File: src/rtl/bldc_pkg.sv
// Shared widths, hall code constants and helpers for the BLDC speed loop.
package bldc_pkg;

  localparam int ERR_W   = 9;
  localparam int SPEED_W = 8;
  localparam int HALL_W  = 3;

  typedef logic [HALL_W-1:0] hall_t;

  localparam hall_t HALL_INVALID_LO = 3'b000;
  localparam hall_t HALL_INVALID_HI = 3'b111;

  // Commutation sequence in forward rotation order.
  localparam hall_t HALL_S1 = 3'b101;
  localparam hall_t HALL_S2 = 3'b100;
  localparam hall_t HALL_S3 = 3'b110;
  localparam hall_t HALL_S4 = 3'b010;
  localparam hall_t HALL_S5 = 3'b011;
  localparam hall_t HALL_S6 = 3'b001;

  function automatic logic hall_valid(input hall_t code);
    return (code != HALL_INVALID_LO) && (code != HALL_INVALID_HI);
  endfunction

endpackage

File: src/rtl/hall_debounce.sv
// Two-flop synchronizer plus run-length debounce of the hall code.
// o_changed pulses in the first cycle o_stable shows a new code; o_prev holds the code it replaced.
module hall_debounce
  import bldc_pkg::*;
#(
  parameter int DEB_CYCLES = 4
) (
  input  logic              clk_32,
  input  logic              rst,
  input  logic [HALL_W-1:0] i_hall,
  output logic [HALL_W-1:0] o_stable,
  output logic [HALL_W-1:0] o_prev,
  output logic              o_changed
);

  localparam logic [4:0] DEB_L = 5'(DEB_CYCLES);

  logic [HALL_W-1:0] r_sync1;
  logic [HALL_W-1:0] r_sync2;
  logic [HALL_W-1:0] r_stable;
  logic [HALL_W-1:0] r_prev;
  logic [HALL_W-1:0] r_cand;
  logic [3:0]        r_run;
  logic              r_changed;
  logic [4:0]        w_run;

  // A different candidate value restarts the run at one.
  always_comb begin
    w_run = 5'd1;
    if ((r_sync2 == r_cand) && (r_run != 4'd0)) w_run = {1'b0, r_run} + 5'd1;
  end

  always_ff @(posedge clk_32) begin
    if (rst) begin
      r_sync1   <= '0;
      r_sync2   <= '0;
      r_stable  <= '0;
      r_prev    <= '0;
      r_cand    <= '0;
      r_run     <= '0;
      r_changed <= 1'b0;
    end else begin
      r_sync1   <= i_hall;
      r_sync2   <= r_sync1;
      r_changed <= 1'b0;
      if (r_sync2 == r_stable) begin
        r_run <= '0;
      end else if (w_run >= DEB_L) begin
        r_prev    <= r_stable;
        r_stable  <= r_sync2;
        r_changed <= 1'b1;
        r_run     <= '0;
      end else begin
        r_cand <= r_sync2;
        r_run  <= w_run[3:0];
      end
    end
  end

  assign o_stable  = r_stable;
  assign o_prev    = r_prev;
  assign o_changed = r_changed;

endmodule

File: src/rtl/speed_error.sv
// Hall-edge speed measurement over a gate window and signed error Err = setpoint - speed.
// Define SPEED_AVG_EN to average each window's count with the previous window's count.
module speed_error
  import bldc_pkg::*;
#(
  parameter int GATE_CYCLES = 32000,
  parameter int DEB_CYCLES  = 4
) (
  input  logic               clk_32,
  input  logic               rst,
  input  logic [HALL_W-1:0]  hall,
  input  logic [SPEED_W-1:0] setpoint,
  output logic [ERR_W-1:0]   Err,
  output logic               err_valid,
  output logic [SPEED_W-1:0] speed,
  output logic               hall_fault
);

  localparam logic [15:0] GATE_LAST = 16'(GATE_CYCLES - 1);

  logic [HALL_W-1:0]  w_stable;
  logic [HALL_W-1:0]  w_prev;
  logic               w_changed;
  logic               w_edge;
  logic               w_terminal;
  logic [9:0]         w_n;
  logic [SPEED_W-1:0] w_sat;
  logic [SPEED_W-1:0] w_speed_new;

  logic [15:0]        r_gate_cnt;
  logic [8:0]         r_edge_cnt;
  logic [ERR_W-1:0]   r_err;
  logic               r_err_valid;
  logic [SPEED_W-1:0] r_speed;
  logic               r_fault;

  hall_debounce #(
    .DEB_CYCLES(DEB_CYCLES)
  ) u_deb (
    .clk_32   (clk_32),
    .rst      (rst),
    .i_hall   (hall),
    .o_stable (w_stable),
    .o_prev   (w_prev),
    .o_changed(w_changed)
  );

  // Transitions into or out of 000/111 are not commutation edges.
  assign w_edge     = w_changed && hall_valid(w_prev) && hall_valid(w_stable);
  assign w_terminal = (r_gate_cnt == GATE_LAST);
  assign w_n        = {1'b0, r_edge_cnt} + {9'd0, w_edge};
  assign w_sat      = (w_n > 10'd255) ? 8'hFF : w_n[7:0];

`ifdef SPEED_AVG_EN
  logic [SPEED_W-1:0] r_prev_speed;
  logic [8:0]         w_sum;

  assign w_sum       = {1'b0, w_sat} + {1'b0, r_prev_speed} + 9'd1;
  assign w_speed_new = 8'(w_sum >> 1);

  always_ff @(posedge clk_32) begin
    if (rst) r_prev_speed <= '0;
    else if (w_terminal) r_prev_speed <= w_sat;
  end
`else
  assign w_speed_new = w_sat;
`endif

  always_ff @(posedge clk_32) begin
    if (rst) begin
      r_gate_cnt  <= '0;
      r_edge_cnt  <= '0;
      r_err       <= '0;
      r_err_valid <= 1'b0;
      r_speed     <= '0;
      r_fault     <= 1'b0;
    end else begin
      r_err_valid <= 1'b0;
      if (w_changed && !hall_valid(w_stable)) r_fault <= 1'b1;
      if (w_terminal) begin
        r_gate_cnt  <= '0;
        r_edge_cnt  <= '0;
        r_speed     <= w_speed_new;
        r_err       <= {1'b0, setpoint} - {1'b0, w_speed_new};
        r_err_valid <= 1'b1;
      end else begin
        r_gate_cnt <= r_gate_cnt + 16'd1;
        if (w_edge && (r_edge_cnt != 9'h1FF)) r_edge_cnt <= r_edge_cnt + 9'd1;
      end
    end
  end

  assign Err        = r_err;
  assign err_valid  = r_err_valid;
  assign speed      = r_speed;
  assign hall_fault = r_fault;

endmodule

File: config.mk
export PLATFORM = sky130hd
export DESIGN_NAME = speed_error
export DESIGN_NICKNAME = d
export VERILOG_FILES = /design/src/rtl/bldc_pkg.sv /design/src/rtl/hall_debounce.sv /design/src/rtl/speed_error.sv
export SDC_FILE = /design/constraint.sdc
export NUM_CORES = 1
export LEC_CHECK = 0
export ABC_AREA = 1
export CORE_ASPECT_RATIO = 1.25
export CORE_UTILIZATION = 43
export DETAILED_ROUTE_END_ITERATION = 10
export SYNTH_ARGS = -nofsm -noshare
export SYNTH_HDL_FRONTEND = slang
export SYNTH_HIERARCHICAL = 1
export SYNTH_SLANG_ARGS = --single-unit
File: constraint.sdc
create_clock -name clk_32 -period 3.37 [get_ports clk_32]
set_input_delay 0.337 -clock clk_32 [delete_from_list [all_inputs] [get_ports clk_32]]
set_output_delay 0.337 -clock clk_32 [all_outputs]
set_load 0.01 [all_outputs]
==> load_flow_metrics.sql <==
INSERT INTO impl_metrics (metric_group, metric, value, unit) VALUES
('setup_path', 'critical-path-top-delay-family', 'simple AND/OR/NAND/NOR gates', ''),
('worst_hold_path', 'hold_crit_depth', '2', ''),
('timing', 'fin_skew', '0.007549', 'ns'),
('setup_path', 'largest_stage_delay_on_the_critical_path', '0.36', 'ns'),
('synth', 'synth_enable_flop_cells', '0', ''),
('layout', 'final_nets', '508', ''),
('timing', 'crit_path_setup_slack_layout', '0.2838', 'ns'),
('clocking', 'clock_sinks', '64', ''),
('setup_path', 'crit_chain', 'nor2_1 -> nand2_1 -> nand2_1 -> nor3_4 -> ha_2 -> ha_2 -> nand3_2 -> inv_2 -> nand2_2 -> nand2_4 -> nand2_2 -> nor2_2 -> inv_1 -> ha_1 -> fa_2 -> nor2_1 -> o21ai_2 -> nand2_1 -> nand2_1 -> a21oi_1 -> o21ai_1', ''),
('detailed_routing', 'vias_per_cell', '4.820', ''),
('setup_path', 'rr_endpoint', 'Err[6]', ''),
('place', 'place_congestion', '0.8216', ''),
('detailed_routing', 'drc', '2', ''),
('setup_path', 'register_to_register_path_setup_slack', '0.28', 'ns'),
('layout', 'area_growth_syn_to_layout', '20.42', '%'),
('floorplanning', 'die_area', '7892', 'sq um'),
('floorplanning', 'die_h', '99.08', 'um'),
('setup_path', 'cp_max_fanout', '6', ''),
('timing', 'least_margin_pin_slew', '0.6145', 'ns'),
('synth', 'synth_top_flop_cell', 'dfxtp_1', ''),
('worst_hold_path', 'hold_path.startpoint', 'u_deb/r_sync1[0]', ''),
('layout', 'mostFrequentLayoutCell', 'nand2_1', ''),
('clocking', 'cts-htree-levels', '3', ''),
('clocking', 'clock_transition_at_the_registers_of_the_reported_paths', '0.07', 'ns'),
('detailed_routing', 'detailroute.via_count', '2786', ''),
('clocking', 'clock-root-buffer', 'clkbuf_8', ''),
('timing', 'fmax', '0.3240', 'GHz'),
('global_route', 'number_of_antenna_violations_at_the_first_check_in_global_routing', '0', ''),
('clocking', 'tritoncts', 'done', ''),
('layout', 'layout_common_cells', 'nand2_1, dfxtp_1, inv_1', ''),
('worst_hold_path', 'hold_path_class', 'reg2reg', ''),
('detailed_routing', 'drt-wirelength-per-cell', '11.62', 'um'),
('place', 'worst_setup_slack_after_placement', '0.1053', 'ns'),
('setup_path', 'worst_r2r_path_depth', '21', ''),
('flow_run', 'cap_violations', '0', ''),
('detailed_routing', 'drt_pre_antenna_iters', '7', ''),
('pwr', 'total_leakage_power', '1.647', 'nW'),
('global_route', 'grt.overflow.total', '0', ''),
('floorplanning', 'number_of_placed_i_o_pins', '32', ''),
('global_route', 'grt_max_degree', '27', ''),
('synth', 'yosys.cell_types.count', '43', ''),
('synth', 'async_flop_share', '0', '%'),
('detailed_routing', 'routed_wl', '6719', 'um'),
('setup_path', 'arrival', '3.32', 'ns'),
('layout', 'layout-drive-gt1-share', '15.64', '%'),
('timing', 'timing_hold_violations_final', '0', ''),
('synth', 'netlist_area', '3242', 'sq um'),
('timing', 'finalCritPeriodShare', '91.58', '%'),
('layout', 'layout.cells.non_filler', '578', ''),
('timing', 'maxSlewHeadroom', '58.65', '%'),
('setup_path', 'cp_common_cell', 'nand2_1', ''),
('detailed_routing', 'postRouteAntennaNets', '0', ''),
('outcome', 'run_status', 'finished, violations left', ''),
('pwr', 'vdd_ir_drop_max', '0.4414', 'mV'),
('floorplanning', 'num_rows', '35', ''),
('setup_path', 'worst-endpoint-required', '3.60', 'ns'),
('global_route', 'grt.total_usage', '19.46', '%'),
('timing', 'report.final.slew_viol_count', '0', ''),
('setup_path', 'critical_path.n_buffers_inverters', '2', ''),
('place', 'numPlacedInstances', '558', ''),
('timing', 'setup_viol', '0', ''),
('synth', 'synth_warnings', '6', ''),
('synth', 'syn_avg_cell_area', '7.402', 'sq um'),
('floorplanning', 'core_region_area', '7357', 'sq um'),
('synth', 'postSynthRegisterBits', '64', ''),
('outcome', 'violations', 'DRC', ''),
('place', 'place.port_buffers', '31', ''),
('layout', 'diodes', '0', ''),
('setup_path', 'startpoint_type', 'flip-flop', ''),
('setup_path', 'critical_path.reg2reg.startpoint', 'u_deb/o_stable[0]', ''),
('synth', 'netlist_instances', '438', '');
==> cell usage after synthesis (2+ instances only) <==
master / number / share of area (%)
xor2_1: 4 / 1.1
nand3_1: 22 / 3.4
dfxtp_1: 64 / 40
a22o_1: 3 / 0.81
inv_2: 5 / 0.58
nand3_2: 5 / 1.5
nand4_2: 3 / 1.2
nor3_2: 4 / 1.2
nor4_1: 3 / 0.58
buf_2: 5 / 0.77
nand2_1: 89 / 10
xnor2_1: 4 / 1.1
nand4_1: 8 / 1.5
and2_1: 2 / 0.39
a211oi_1: 2 / 0.46
ha_1: 12 / 4.6
or2_1: 2 / 0.39
nor2_4: 2 / 0.69
a21oi_1: 26 / 4.0
o21ai_1: 5 / 0.77
or2_2: 3 / 0.58
o21bai_1: 2 / 0.46
nor2_1: 48 / 5.6
nand2_4: 2 / 0.69
nor2_2: 9 / 1.7
nor3_1: 9 / 1.4
o21ai_0: 18 / 2.8
inv_1: 54 / 6.3
nand2_2: 9 / 1.7
==> layer usage <==
layer / global-route usage (%) / wire (um)
met1: 20.30 / 2884
met4: 10.35 / 184
met3: 4.167 / 192
met5: 0 / 0
met2: 35.57 / 3457
==> cell families (layout without fill, tap and decap cells) <==
group,count (synthesis),count (layout),share of synthesized area [%]
AO/OA/AOI/OAI,62,62,10.85
XOR/XNOR,8,8,2.161
adder cells (fa/ha/maj),13,13,5.249
buffers and inverters,67,114,8.182
flip-flops,64,64,39.52
other,1,2,0.1157
AND/OR/NAND/NOR,223,223,33.93
==> worst reg2reg max path: stages, from the launching register on <==
cell     delay (ns)
dfxtp_2        0.36
nor2_1         0.05
nand2_1        0.05
nand2_1        0.09
nor3_4         0.22
ha_2           0.22
ha_2           0.19
nand3_2        0.13
inv_2          0.10
nand2_2        0.06
nand2_4        0.09
nand2_2        0.10
nor2_2         0.12
inv_1          0.05
ha_1           0.20
fa_2           0.36
nor2_1         0.14
o21ai_2        0.07
nand2_1        0.09
nand2_1        0.08
a21oi_1        0.13
o21ai_1        0.08
==> through the flow <==
| stage | total power, mW | utilization [%] | TNS, ns | hold slack, ns | cell area (sq um) |
|---|---|---|---|---|---|
| global route | 2.120 | 53.06 | -0.01221 | 0.4276 | 3904 |
| global placement | 1.330 | 49.66 | 0 | 0.3931 | 3654 |
| CTS | 1.980 | 52.21 | 0 | 0.4072 | 3841 |
| detailed placement | 1.334 | 49.66 | 0 | 0.3960 | 3654 |
| floorplan | 1.253 | - | 0 | 0.3883 | 3246 |
| finish | 1.967 | 53.06 | 0 | 0.4054 | 3904 |
==> sequential cells by signal, indices dropped and copies added (netlist names) <==
| register | flops |
|---|---|
| hall_fault | 1 |
| err_valid | 1 |
| u_deb/o_prev | 3 |
| u_deb/r_sync2 | 3 |
| r_edge_cnt | 9 |
| u_deb/o_stable | 3 |
| u_deb/o_changed | 1 |
| Err | 9 |
| speed | 8 |
| u_deb/r_run | 4 |
| r_gate_cnt | 16 |
| u_deb/r_sync1 | 3 |
| u_deb/r_cand | 3 |
==> worst max path at each step <==
stage / from / end / slack, ns / cells past startpoint
after floorplan: u_deb/o_stable[0] / Err[6] / 0.41 / 21
after global placement: u_deb/o_stable[2] / Err[6] / 0.21 / 21
after detailed placement: u_deb/o_stable[2] / Err[6] / 0.11 / 21
after CTS: u_deb/o_stable[0] / Err[6] / 0.1 / 21
after global routing: u_deb/o_stable[0] / Err[6] / -0.01 / 21
final: u_deb/o_stable[0] / Err[6] / 0.28 / 21
==> repair_timing <==
item / in CTS / in global routing
setup endpoints to repair: 0 / 6
buffers inserted: 0 / 5
resized for setup: 0 / 11
==> report_power, final <==
group          leakage (nW)  internal [mW]  switching [mW]
sequential            0.521          0.824          0.0510
clock                0.0925          0.357           0.283
combinational          1.03          0.171           0.281
==> final cells by class <==
type / instances / area [sq um]
Tap cell: 92 / 115.1
Clock inverter: 3 / 42.54
Multi-Input combinational cell: 308 / 1720
Fill cell: 732 / 3453
Clock buffer: 12 / 145.1
Timing Repair Buffer: 39 / 370.4
Inverter: 60 / 225.2
Sequential cell: 64 / 1285
Note: power is estimated with default switching activity, not from simulation.
